### config.mk
export PLATFORM = sky130hd
export DESIGN_NAME = instr_trace_buf
export DESIGN_NICKNAME = d
export VERILOG_FILES = /design/src/rtl/instr_trace_buf_pkg.sv /design/src/rtl/instr_trace_buf_key_debounce.sv /design/src/rtl/instr_trace_buf.sv
export SDC_FILE = /design/constraint.sdc
export NUM_CORES = 1
export LEC_CHECK = 0
export CAP_MARGIN = 20
export CORE_ASPECT_RATIO = 0.9
export CORE_MARGIN = 5
export CORE_UTILIZATION = 45
export DETAILED_ROUTE_END_ITERATION = 12
export PLACE_DENSITY = 0.72
export RECOVER_POWER = 100
export SYNTH_ARGS = -nofsm -noshare
export SYNTH_HDL_FRONTEND = slang
export SYNTH_HIERARCHICAL = 1
export SYNTH_SLANG_ARGS = --single-unit
### constraint.sdc
create_clock -name clk -period 3.3 [get_ports clk]
set_input_delay 0.99 -clock clk [delete_from_list [all_inputs] [get_ports clk]]
set_output_delay 0.99 -clock clk [all_outputs]
set_load 0.005 [all_outputs]
### src/rtl/instr_trace_buf_pkg.sv
// Shared types and constants for the instruction trace buffer.
// The decoder blanks all six digits when it sees INSTR_BLANK.
package instr_trace_pkg;

   typedef enum logic {
      LIVE   = 1'b0,
      FROZEN = 1'b1
   } trace_state_t;

   localparam logic [31:0] INSTR_BLANK = 32'h0;

endpackage

### src/rtl/instr_trace_buf_key_debounce.sv
// Push-button conditioner: 2-flop synchronizer, stability counter and a
// one-cycle press pulse on the accepted 1->0 transition of the debounced level.
module key_debounce #(
   parameter int DEB_CYCLES = 500000
) (
   input  logic clk,
   input  logic reset,
   input  logic key_n,
   output logic press
);

   localparam int CW = (DEB_CYCLES > 1) ? $clog2(DEB_CYCLES) : 1;
   localparam logic [CW-1:0] CNT_LAST = CW'(DEB_CYCLES - 1);

   logic          sync1;
   logic          sync2;
   logic          level;
   logic [CW-1:0] cnt;

   // Released (high) is the reset level everywhere so no pulse follows reset.
   always_ff @(posedge clk or posedge reset) begin
      if (reset) begin
         sync1 <= 1'b1;
         sync2 <= 1'b1;
         level <= 1'b1;
         cnt   <= '0;
         press <= 1'b0;
      end else begin
         sync1 <= key_n;
         sync2 <= sync1;
         press <= 1'b0;
         if (sync2 != level) begin
            if (cnt == CNT_LAST) begin
               level <= sync2;
               cnt   <= '0;
               press <= ~sync2;
            end else begin
               cnt <= cnt + CW'(1);
            end
         end else begin
            cnt <= '0;
         end
      end
   end

endmodule

### src/rtl/instr_trace_buf.sv
// Circular history of core instructions; freezing stops capture and lets the
// user browse older/newer entries, the selected word is registered onto Instr.
module instr_trace_buf
   import instr_trace_pkg::*;
#(
   parameter int DEPTH      = 8,
   parameter int DEB_CYCLES = 500000
) (
   input  logic                     clk,
   input  logic                     reset,
   input  logic                     instr_valid,
   input  logic [31:0]              instr_in,
   input  logic                     key_freeze_n,
   input  logic                     key_prev_n,
   input  logic                     key_next_n,
   output logic [31:0]              Instr,
   output logic                     frozen,
   output logic [$clog2(DEPTH)-1:0] ofs,
   output logic [$clog2(DEPTH):0]   count
);

   localparam int AW = $clog2(DEPTH);

   // instr_valid is a valid-only strobe with no backpressure: a word offered
   // while FROZEN is simply dropped.
   trace_state_t  state_q;
   trace_state_t  state_d;
   logic [AW-1:0] ofs_d;
   logic [AW-1:0] wr_ptr;
   logic [AW-1:0] rd_idx;
   logic          wr_en;
   logic          freeze_p;
   logic          prev_p;
   logic          next_p;
   logic [31:0]   mem [DEPTH];

   key_debounce #(.DEB_CYCLES(DEB_CYCLES)) u_freeze (
      .clk   (clk),
      .reset (reset),
      .key_n (key_freeze_n),
      .press (freeze_p)
   );

   key_debounce #(.DEB_CYCLES(DEB_CYCLES)) u_prev (
      .clk   (clk),
      .reset (reset),
      .key_n (key_prev_n),
      .press (prev_p)
   );

   key_debounce #(.DEB_CYCLES(DEB_CYCLES)) u_next (
      .clk   (clk),
      .reset (reset),
      .key_n (key_next_n),
      .press (next_p)
   );

   // Freeze beats navigation; simultaneous prev/next cancel out.
   always_comb begin
      state_d = state_q;
      ofs_d   = ofs;
      case (state_q)
         LIVE: begin
            if (freeze_p) begin
               state_d = FROZEN;
               ofs_d   = '0;
            end
         end
         FROZEN: begin
            if (freeze_p) begin
               state_d = LIVE;
               ofs_d   = '0;
            end else if ((count != '0) && (prev_p != next_p)) begin
               if (prev_p && (({1'b0, ofs} + (AW+1)'(1)) < count)) begin
                  ofs_d = ofs + AW'(1);
               end else if (next_p && (ofs != '0)) begin
                  ofs_d = ofs - AW'(1);
               end
            end
         end
         default: begin
            state_d = LIVE;
            ofs_d   = '0;
         end
      endcase
   end

   assign wr_en  = (state_q == LIVE) && instr_valid;
   assign rd_idx = wr_ptr - AW'(1) - ofs;
   assign frozen = (state_q == FROZEN);

   always_ff @(posedge clk or posedge reset) begin
      if (reset) begin
         state_q <= LIVE;
         ofs     <= '0;
         wr_ptr  <= '0;
         count   <= '0;
         Instr   <= INSTR_BLANK;
      end else begin
         state_q <= state_d;
         ofs     <= ofs_d;
         if (wr_en) begin
            wr_ptr <= wr_ptr + AW'(1);
            if (count != (AW+1)'(DEPTH)) begin
               count <= count + (AW+1)'(1);
            end
         end
         Instr <= (count == '0) ? INSTR_BLANK : mem[rd_idx];
      end
   end

   // History storage is never cleared; count==0 hides stale contents.
   always_ff @(posedge clk) begin
      if (wr_en) begin
         mem[wr_ptr] <= instr_in;
      end
   end

endmodule

# Word-level counts from Yosys, hierarchy flattened

Memories as Yosys holds them, arrays and structs flattened.
Index checks and enable logic that the tools add are counted.

Register bits: 112
Bits in latches: 0
RAM bits: 256
Memory bits (read-only): 0
Bits of input ports: 38
Output and inout bits: 40
Logic and storage cells: 83
Memories: 1

Memories:

| memory | depth | bits a word | read ports | clocked after Yosys merged registers in | wr ports | RTL line              | text |
|---|---|---|---|---|---|---|---|
| mem    | 8     | 32          | 1          | 0                                       | 1        | instr_trace_buf.sv:35 | `logic [31:0] mem [DEPTH];` |

Add/subtract/negate cells: 10
Multipliers: 0
Divide/modulo/power cells: 0
Magnitude comparators: 1
Eq/ne operators: 11
Shift-type cells: 0
Muxes and demuxes: 24
Bitwise operators: 4
Reduce and logical (&&, ||, !) cells: 12

Operators with widths:

| cell                    | count |
|---|---|
| $mux W19                | 6 |
| $add A19 B1 Y19 const B | 3 |
| $eq A19 B19 Y1 const B  | 3 |
| $mux W32                | 1 |
| $mux W3                 | 5 |
| $mux W1                 | 10 |
| $reduce_and A2 Y1       | 4 |
| $add A3 B1 Y3 const B   | 2 |
| $pmux W3 S2             | 1 |
| $sub A3 B1 Y3 const B   | 2 |
| $add A3 B1 Y4 const B   | 1 |
| $add A4 B1 Y4 const B   | 1 |
| $logic_and A1 B1 Y1     | 4 |
| $logic_not A4 Y1        | 1 |
| $lt A4 B4 Y1            | 1 |
| $ne A1 B1 Y1            | 4 |
| $ne A4 B1 Y1 const B    | 1 |
| $ne A4 B4 Y1 const B    | 1 |
| $not A1 Y1              | 4 |
| $reduce_bool A4 Y1      | 1 |
| $ne A3 B1 Y1 const B    | 1 |
| $reduce_and A3 Y1       | 1 |
| $reduce_bool A3 Y1      | 1 |
| $sub A3 B3 Y3           | 1 |
| 2 further kinds         | 2 |

# Longest topological paths before layout

Gate-level depths: netlist (run 1).

Word-level depth: 7
Gate-level depth with buffers: 10
Mapped depth without buffers: 10

# Cells and area by module

Netlist (run 1), hierarchy kept.

By module, submodules not included:

| module          | times used | cells an instance | area an instance (um2) | sequential area each (um2) |
|---|---|---|---|---|
| instr_trace_buf | 1          | 573               | 11392.2                | 8763.4 |
| key_debounce    | 3          | 108               | 1157.4                 | 579.3 |

# Worst setup path before layout (run 1)

No wires, ideal clock.

Path type: input to register
Start point: in instr_valid
End point: mem mem[0][0] (enable)
Setup time: 0.461 ns
Arrival: 3.739 ns
Data required time: 2.839 ns
Slack: -0.900 ns
Stages: 4
Buffers on the path: 1
Path through: nor2b_1 -> clkbuf_1 -> nand2b_1 -> nor3_1

Word-level cells in the longest chain between the ends: 3

Ends and longest elaborated chain:

| what                          | RTL line               | text |
|---|---|---|
| from (decl)                   | instr_trace_buf.sv:11  | `input logic instr_valid,` |
| $logic_and A1 B1 Y1           | instr_trace_buf.sv:88  | `assign wr_en = (state_q == LIVE) && instr_valid;` |
| $mux W1                       | instr_trace_buf.sv:114 | `if (wr_en) begin` |
| $mux W1 (implied by the code) | instr_trace_buf.sv:115 | `mem[wr_ptr] <= instr_in;` |
| to (decl)                     | instr_trace_buf.sv:35  |  |

Every way passes these cells.

# Worst setup path in the final report (run 1)

Start point: in instr_valid
End point: mem mem[4][5] (enable)

Same word-level chain as after synthesis.

==> metrics.cfg, run 1 <==
[run_status]
status=complete, no violations

[cells_and_area]
n_fill_cell=2573
postLayoutCellArea_um2=17500
share_of_final_layout_standard_cells_stronger_than_drive_strength_1_pct=17.6
area.growth.synth_to_final_pct=17.7
finish.net_count=1067
regArea_um2=10500
multi_input_area_um2=4100

[sta]
finalClockSkew_ns=0.0253
rsz_0062_raised_after_global_routing=false
count_of_endpoints_failing_hold_in_the_final_timing_report=0
final.period_utilization_pct=90.5
maxClockFrequency_ghz=0.335
setup_viol_count_final=0
final_period_minus_worst_setup_slack_ns=2.99
timing.final.max_slew_violations=0
timing.max_slew.rel_slack_pct=14.2
max_slew.worst_pin.slew_ns=1.28
postLayoutSetupSlackWorst_ns=0.312

[synth]
post_synth_instance_area_um2=14900
syn_avg_cell_area_um2=16.6
most_instantiated_library_cell_after_synthesis=sky130_fd_sc_hd__edfxtp_1
ys_async_sr_fraction_pct=30.4
synth_common_cells=sky130_fd_sc_hd__edfxtp_1, sky130_fd_sc_hd__dfrtp_1, sky130_fd_sc_hd__nand2_1, sky130_fd_sc_hd__nor2_1, sky130_fd_sc_hd__mux4_2
synth.ff_latch_count=368
ys_types=51
ys.warnings.count=6
netlist_top_cells_area=sky130_fd_sc_hd__edfxtp_1, sky130_fd_sc_hd__dfrtp_1, sky130_fd_sc_hd__mux4_2, sky130_fd_sc_hd__xnor2_1, sky130_fd_sc_hd__nand2_1
synth_enable_flop_cells=256
synth_fp_nets=951
synth_largest_area_cell=sky130_fd_sc_hd__edfxtp_1
primary_flip_flop_cell_chosen_by_synthesis_mapping=sky130_fd_sc_hd__edfxtp_1
synthesis.instances=897
ys_seq_area_share_pct=70.6
synth_largest_type_area_fraction_pct=51.7

[cts]
tritoncts.num_buffers=38
clock-root-buffer=sky130_fd_sc_hd__clkbuf_16
hold_buffers=0
post-cts-setup-buffers=0
clock_sink_count=368
clock_tree_from_tritoncts=yes
clock_insertion_delay_worst_skew_ns=0.53
worst_setup_hold_path_clk_slew_ns=0.06
cts.path.max_buffers=3
cts_repair_resize_count=0
htree_levels=2

[global_route]
groute.usage.overall_pct=15.7
overflow_left_after_global_routing=0
grt_start_max_net_pins=34
via_count_of_the_first_global_routing_pass=8125
antenna_found_initial=3
grt_first_pass_wirelength_um=46100

[routing]
routed_wl_um=28400
drt-wirelength-per-cell_um=19.4
initialDrtViolationCount=556
drc=0
final_antenna_net_count=0
dr_total_vias=7873
avgViaCountPerCell=5.37
detailedRoute.firstPassIterationCount=4

[setup_path]
crit_slowest_cell=sky130_fd_sc_hd__clkbuf_1
critPathLaunchType=input port
timing.critical_path.fanout_max=11
slowest_cell_delay_on_critical_path_ns=0.59
timing.reg2reg.worst_path_depth=8
critical_path_arrival_ns=3.13
critical_path_cell_count=6
cp_top_family=buffers and inverters
crit_path_cell_trace=dlygate4sd3_1, nor2b_1, clkbuf_1, nand2b_1, nor2_4, clkbuf_1
critical_path_buf_inv_count=3
crit_path_top_cell_by_count=sky130_fd_sc_hd__clkbuf_1
timing.critical_path.to_type=flip-flop
worst-endpoint-required_ns=3.44
critical_path_class=input port to flip-flop

[die]
core_area_um2=32800
die_area_um2=36800
cell_row_count=63
die_height_um=182
io_pins=78
die_width_um=202
initial_utilization_pct=45.3

[place]
placement.setup.worst_slack_ns=0.417
post-dp-hpwl_um=17600
globalplace.congestion=0.763
post_dp_cell_area_um2=16400
numPortBuffers=77

[job]
max_cap_violations=0

[power]
power.total_mw=14.6
power.static_leakage_nw=6.27
vdd.ir_drop.worst_mv=0.481
power.density_cell_area_nw_per_um2=837

[min_path]
min_delay_worst_type=flip-flop to flip-flop
hold-path-cell-count=0

[metal layers]
| metal | wire length, um | global-route usage [%] |
|---|---|---|
| met1 | 12500 | 21.8 |
| met2 | 13800 | 26.1 |
| met3 | 1520 | 2.84 |
| met4 | 530 | 3.99 |
| met5 | 21 | 0 |
[final cells by class]
| type | instances | area share (%) |
|---|---|---|
| Antenna cell | 1 | 0.0143 |
| Clock buffer | 50 | 5.92 |
| Clock inverter | 20 | 1.32 |
| Inverter | 30 | 0.644 |
| Multi-Input combinational cell | 470 | 23.4 |
| Sequential cell | 368 | 60.0 |
| Tap cell | 422 | 3.02 |
| Timing Repair Buffer | 105 | 5.59 |
[layout by cell type (no fill, tap or decap), types with 3 or more instances in the layout]
master,instances
sky130_fd_sc_hd__nand3_1,22
sky130_fd_sc_hd__mux2i_1,6
sky130_fd_sc_hd__nand2_1,90
sky130_fd_sc_hd__o21ai_0,5
sky130_fd_sc_hd__nor4bb_1,3
sky130_fd_sc_hd__or4_1,6
sky130_fd_sc_hd__nor3_1,11
sky130_fd_sc_hd__dfstp_2,9
sky130_fd_sc_hd__inv_1,30
sky130_fd_sc_hd__buf_12,4
sky130_fd_sc_hd__xor2_1,8
sky130_fd_sc_hd__a21oi_1,45
sky130_fd_sc_hd__clkbuf_1,14
sky130_fd_sc_hd__clkbuf_16,38
sky130_fd_sc_hd__xnor2_1,41
sky130_fd_sc_hd__nand4b_1,9
sky130_fd_sc_hd__clkinvlp_4,3
sky130_fd_sc_hd__nor2_4,5
sky130_fd_sc_hd__nor4_1,13
sky130_fd_sc_hd__nand4bb_1,3
sky130_fd_sc_hd__o21bai_1,3
sky130_fd_sc_hd__nor4_4,3
sky130_fd_sc_hd__clkbuf_8,4
sky130_fd_sc_hd__mux2_2,4
sky130_fd_sc_hd__dfrtp_1,103
sky130_fd_sc_hd__clkinv_2,6
sky130_fd_sc_hd__and3_1,7
sky130_fd_sc_hd__dlygate4sd3_1,76
sky130_fd_sc_hd__mux4_2,63
sky130_fd_sc_hd__nand4_4,6
sky130_fd_sc_hd__nand4_1,5
sky130_fd_sc_hd__nand2b_1,5
sky130_fd_sc_hd__buf_4,4
sky130_fd_sc_hd__bufinv_16,4
sky130_fd_sc_hd__edfxtp_1,256
sky130_fd_sc_hd__clkbuf_2,12
sky130_fd_sc_hd__ha_1,13
sky130_fd_sc_hd__nand3_2,3
sky130_fd_sc_hd__o21ai_1,8
sky130_fd_sc_hd__nor2_1,63
[path summary, 6_finish.rpt]
path | from | endpoint | slack [ns]
setup / recovery | instr_valid | mem[4][5]$_DFFE_PP_ | 0.31
hold / removal | u_prev/sync1$_DFF_PP1_ | u_prev/sync2$_DFF_PP1_ | 0.35
setup reg to reg | ofs[0]$_DFFE_PP0P_ | ofs[2]$_DFFE_PP0P_ | 0.42
hold reg to reg | u_prev/sync1$_DFF_PP1_ | u_prev/sync2$_DFF_PP1_ | 0.35
max in group asynchronous | reset | Instr[6]$_DFF_PP0_ | 0.93
min in group asynchronous | reset | wr_ptr[1]$_DFFE_PP0P_ | 0.99
[report_power, final]
group          total, mW  leakage, nW  switching (mW)  internal, mW
logic               4.38         1.87            2.33          2.05
registers           5.99         3.78           0.257          5.73
clock network       4.28        0.614            1.73          2.55
total               14.6         6.27            4.31          10.3
[flip-flops by register name, summed over array words and instances, names as in the netlist, 3 cells and up]
name and count:
Instr 32, count 4, mem 256, ofs 3, u_freeze/cnt 19, u_next/cnt 19, u_prev/cnt 19, wr_ptr 3
[through the flow]
| step | hold slack, ns | util [%] | setup TNS [ns] | cells |
|---|---|---|---|---|
| floorplan | 0.345 | - | -8.56 | 897 |
| global placement | 0.345 | 50.1 | 0 | 1395 |
| detailed placement | 0.347 | 50.1 | 0 | 1395 |
| CTS | 0.356 | 53.9 | 0 | 1465 |
| global route | 0.358 | 53.3 | 0 | 1466 |
| finish | 0.355 | 53.3 | 0 | 1466 |
[kinds of logic after synthesis]
kind of cell,Yosys count,synth area share (%)
AO/OA/AOI/OAI,69,2.94
XOR/XNOR,52,3.29
adder cells (fa/ha/maj),16,1.45
buffers and inverters,59,1.80
flip-flops,368,70.6
multiplexers,73,10.3
AND/OR/NAND/NOR,260,9.62
(Power assumes the default switching activity.)
==> run 2, diff against run 1 <==
- CTS_CLUSTER_SIZE: not set -> 24
==> results of run 2 <==
Same layout as run 1: the final DEF is identical, and so are final timing and power.
==> run 3, diff against run 2 <==
- ABC_AREA: not set -> 1
- HOLD_SLACK_MARGIN: not set -> 0.1
- PLACE_DENSITY: 0.72 -> not set
- PLACE_DENSITY_LB_ADDON: not set -> 0.25
==> run 3 against run 2 <==
Wire length rose by 15%; register-to-register slack better by 0.11 ns; via count up 26%; non-clock buffer count increased by 1; sequential power down 4.2%; critical endpoint is now mem[5][18]$_DFFE_PP_; sequential share of layout area fell by 1.8 points; sequential cell count unchanged.
==> metrics.cfg, run 3 <==
[cells_and_area]
mostFrequentLayoutCells=sky130_fd_sc_hd__edfxtp_1, sky130_fd_sc_hd__nor2_1, sky130_fd_sc_hd__nand2_1, sky130_fd_sc_hd__dfrtp_1, sky130_fd_sc_hd__o21ai_0  ; was sky130_fd_sc_hd__edfxtp_1, sky130_fd_sc_hd__dfrtp_1, sky130_fd_sc_hd__nand2_1, sky130_fd_sc_hd__dlygate4sd3_1
finish.net_count=1491  ; was 1,067
largest_register_ff_count=256  ; unchanged
largest-register=mem  ; unchanged
area.growth.synth_to_final_pct=17.7  ; about the same
largestRegisters=mem: 256 flops, Instr: 32 flops  ; unchanged
final_cells=1930  ; was 1,466
layout_commonest_cell=sky130_fd_sc_hd__edfxtp_1  ; unchanged
share_of_final_layout_standard_cells_stronger_than_drive_strength_1_pct=10.7  ; was 17.6%
n_fill_cell=2947  ; was 2,573

[min_path]
hold-path-cell-count=0  ; unchanged
min_delay_worst_type=flip-flop to flip-flop  ; unchanged
hold-path-endpoint=u_next/sync2$_DFF_PP1_  ; was u_prev/sync2$_DFF_PP1_
hold_path_startpoint=u_next/sync1$_DFF_PP1_  ; was u_prev/sync1$_DFF_PP1_

[cts]
clock-root-buffer=sky130_fd_sc_hd__clkbuf_16  ; unchanged
htree_levels=2  ; unchanged
hold_buffers=0  ; unchanged
cts.path.max_buffers=3  ; unchanged
clock_tree_from_tritoncts=yes  ; unchanged
post-cts-setup-buffers=0  ; unchanged
tritoncts.num_buffers=39  ; was 38
clock_sink_count=368  ; unchanged
worst_setup_hold_path_clk_slew_ns=0.06  ; about the same
clock_insertion_delay_worst_skew_ns=0.54  ; was 0.53 ns
cts_repair_resize_count=0  ; unchanged

[setup_path]
timing.critical_path.from=instr_valid  ; unchanged
critical_path_class=input port to flip-flop  ; unchanged
timing.reg2reg.worst_path_depth=10  ; was 8
rrSetupSlack_ns=0.53  ; was 0.42 ns
timing.critical_path.fanout_max=32  ; was 11
r2r-end=Instr[0]$_DFF_PP0_  ; was ofs[2]$_DFFE_PP0P_
critical_path_arrival_ns=3.06  ; was 3.13 ns
rr_startpoint=ofs[0]$_DFFE_PP0P_  ; unchanged
timing.critical_path.to_type=flip-flop  ; unchanged
critPathLaunchType=input port  ; unchanged
worst-endpoint-required_ns=3.45  ; was 3.44 ns

[routing]
initialDrtViolationCount=661  ; was 556
avgViaCountPerCell=5.15  ; was 5.37
routed_wl_um=32700  ; was 28,400 um
final_antenna_net_count=0  ; unchanged
dr_total_vias=9948  ; was 7,873
drt-wirelength-per-cell_um=17.0  ; was 19.4 um
detailedRoute.firstPassIterationCount=5  ; was 4
drc=0  ; unchanged

[global_route]
antenna_found_initial=2  ; was 3
grt_start_max_net_pins=73  ; was 34
via_count_of_the_first_global_routing_pass=9907  ; was 8,125
overflow_left_after_global_routing=0  ; unchanged
grt_first_pass_wirelength_um=53200  ; was 46,100 um
groute.usage.overall_pct=17.5  ; was 15.7%

[die]
die_height_um=185  ; was 182 um
cell_row_count=64  ; was 63
die_width_um=205  ; was 202 um
initial_utilization_pct=45.4  ; was 45.3%
io_pins=78  ; unchanged
core_area_um2=33800  ; was 32,800 um2
die_area_um2=37900  ; was 36,800 um2

[sta]
timing.max_slew.rel_slack_pct=6.90  ; was 14.2%
timing.final.max_slew_violations=0  ; unchanged
setup_viol_count_final=0  ; unchanged
count_of_endpoints_failing_hold_in_the_final_timing_report=0  ; unchanged
final.period_utilization_pct=88.2  ; was 90.5%
maxClockFrequency_ghz=0.343  ; was 0.335 GHz
finalClockSkew_ns=0.0170  ; was 0.0253 ns
final_period_minus_worst_setup_slack_ns=2.91  ; was 2.99 ns
rsz_0062_raised_after_global_routing=false  ; unchanged
final.setup.tns_ns=0  ; unchanged
max_slew.worst_pin.slew_ns=1.40  ; was 1.28 ns

[synth]
synth_largest_area_cell=sky130_fd_sc_hd__edfxtp_1  ; unchanged
synthesis.instances=1340  ; was 897
ys_types=32  ; was 51
ys_seq_area_share_pct=68.5  ; was 70.6%
primary_flip_flop_cell_chosen_by_synthesis_mapping=sky130_fd_sc_hd__edfxtp_1  ; unchanged
synth_common_cells=sky130_fd_sc_hd__edfxtp_1, sky130_fd_sc_hd__nor2_1, sky130_fd_sc_hd__nand2_1, sky130_fd_sc_hd__dfrtp_1, sky130_fd_sc_hd__inv_1  ; was sky130_fd_sc_hd__edfxtp_1, sky130_fd_sc_hd__dfrtp_1, sky130_fd_sc_hd__nand2_1, sky130_fd_sc_hd__nor2_1, sky130_fd_sc_hd__mux4_2
post_synth_instance_area_um2=15300  ; was 14,900 um2
netlist_top_cells_area=sky130_fd_sc_hd__edfxtp_1, sky130_fd_sc_hd__dfrtp_1, sky130_fd_sc_hd__nor2_1, sky130_fd_sc_hd__nand2_1, sky130_fd_sc_hd__a21oi_1  ; was sky130_fd_sc_hd__edfxtp_1, sky130_fd_sc_hd__dfrtp_1, sky130_fd_sc_hd__mux4_2, sky130_fd_sc_hd__xnor2_1, sky130_fd_sc_hd__nand2_1
synth_largest_type_area_fraction_pct=50.1  ; was 51.7%
ys.warnings.count=6  ; unchanged
synth_enable_flop_cells=256  ; unchanged
ys_async_sr_fraction_pct=30.4  ; unchanged
synth_fp_nets=1394  ; was 951
syn_avg_cell_area_um2=11.4  ; was 16.6 um2
synth.ff_latch_count=368  ; unchanged
most_instantiated_library_cell_after_synthesis=sky130_fd_sc_hd__edfxtp_1  ; unchanged

[power]
power.static_leakage_nw=6.56  ; was 6.27 nW
vdd.ir_drop.worst_mv=0.365  ; was 0.481 mV
power.density_cell_area_nw_per_um2=747  ; was 837 nW/um2

[place]
numPortBuffers=77  ; unchanged
placed_cells_incl_taps=1858  ; was 1,395
post-dp-hpwl_um=20200  ; was 17,600 um
globalplace.congestion=0.863  ; was 0.763

[job]
max_cap_violations=0  ; unchanged

[run_status]
status=complete, no violations  ; unchanged

[run 3: metrics by stage]
step,hold WS [ns],cell area [um2],setup WS (ns),utilization [%],power (mW)
CTS,0.355,18300,0.657,54.0,13.9
floorplan,0.345,15300,-0.110,-,7.76
detailed placement,0.347,16900,0.333,50.0,9.26
global route,0.365,18000,0.238,53.4,14.3
global placement,0.347,16900,0.387,50.0,9.21
finish,0.359,18000,0.388,53.4,13.5
[run 3: kinds of logic after synthesis]
kind of cell | synth area share [%]
fa+ha+maj | 1.40
simple gates | 15.1
buf+inv | 3.56
compound gates | 9.38
xor+xnor | 2.03
flops | 68.5
[run 3: critical path, cell delays in order]
cell and delay, ns:
sky130_fd_sc_hd__dlygate4sd3_1 0.53, sky130_fd_sc_hd__inv_1 0.05, sky130_fd_sc_hd__nor2_1 0.10, sky130_fd_sc_hd__clkbuf_1 0.28
sky130_fd_sc_hd__nand2_1 0.21, sky130_fd_sc_hd__nor2_4 0.11, sky130_fd_sc_hd__clkbuf_2 0.78
[run 3: how the worst max path moves through the flow]
| stage | end | slack, ns | cells after the start |
|---|---|---|---|
| floorplan | mem[0][0]$_DFFE_PP_ | -0.11 | 5 |
| global placement | mem[6][5]$_DFFE_PP_ | 0.39 | 8 |
| detailed placement | mem[6][30]$_DFFE_PP_ | 0.33 | 8 |
| CTS | ofs[1] | 0.66 | 1 |
| global route | Instr[26]$_DFF_PP0_ | 0.24 | 10 |
| finish | mem[5][18]$_DFFE_PP_ | 0.39 | 7 |
[run 3: power by group]
group	leakage (nW)	internal (mW)	switching [mW]
clock network	0.663	2.79	1.78
registers	3.76	5.58	0.158
logic	2.14	1.13	2.05
[run 3: final cells by class]
cell class	instances	area [um2]	area share [%]
clock buffer	53	1080	5.98
tap	462	578	3.20
clock inverter	18	274	1.52
antenna	1	2.50	0.0139
multi-input combinational	835	4280	23.7
inverter	87	328	1.82
timing repair buffer	106	1010	5.57
sequential	368	10500	58.2
[run 3: layer usage]
layer | GRT usage, % | vias to the layer above | share of wire [%]
li1 | - | 4815 | -
met1 | 24.7 | 4861 | 45
met3 | 3.55 | 31 | 6.1
met4 | 3.91 | 2 | 1.4
met5 | 0 | - | 0.040
met2 | 28.5 | 239 | 47
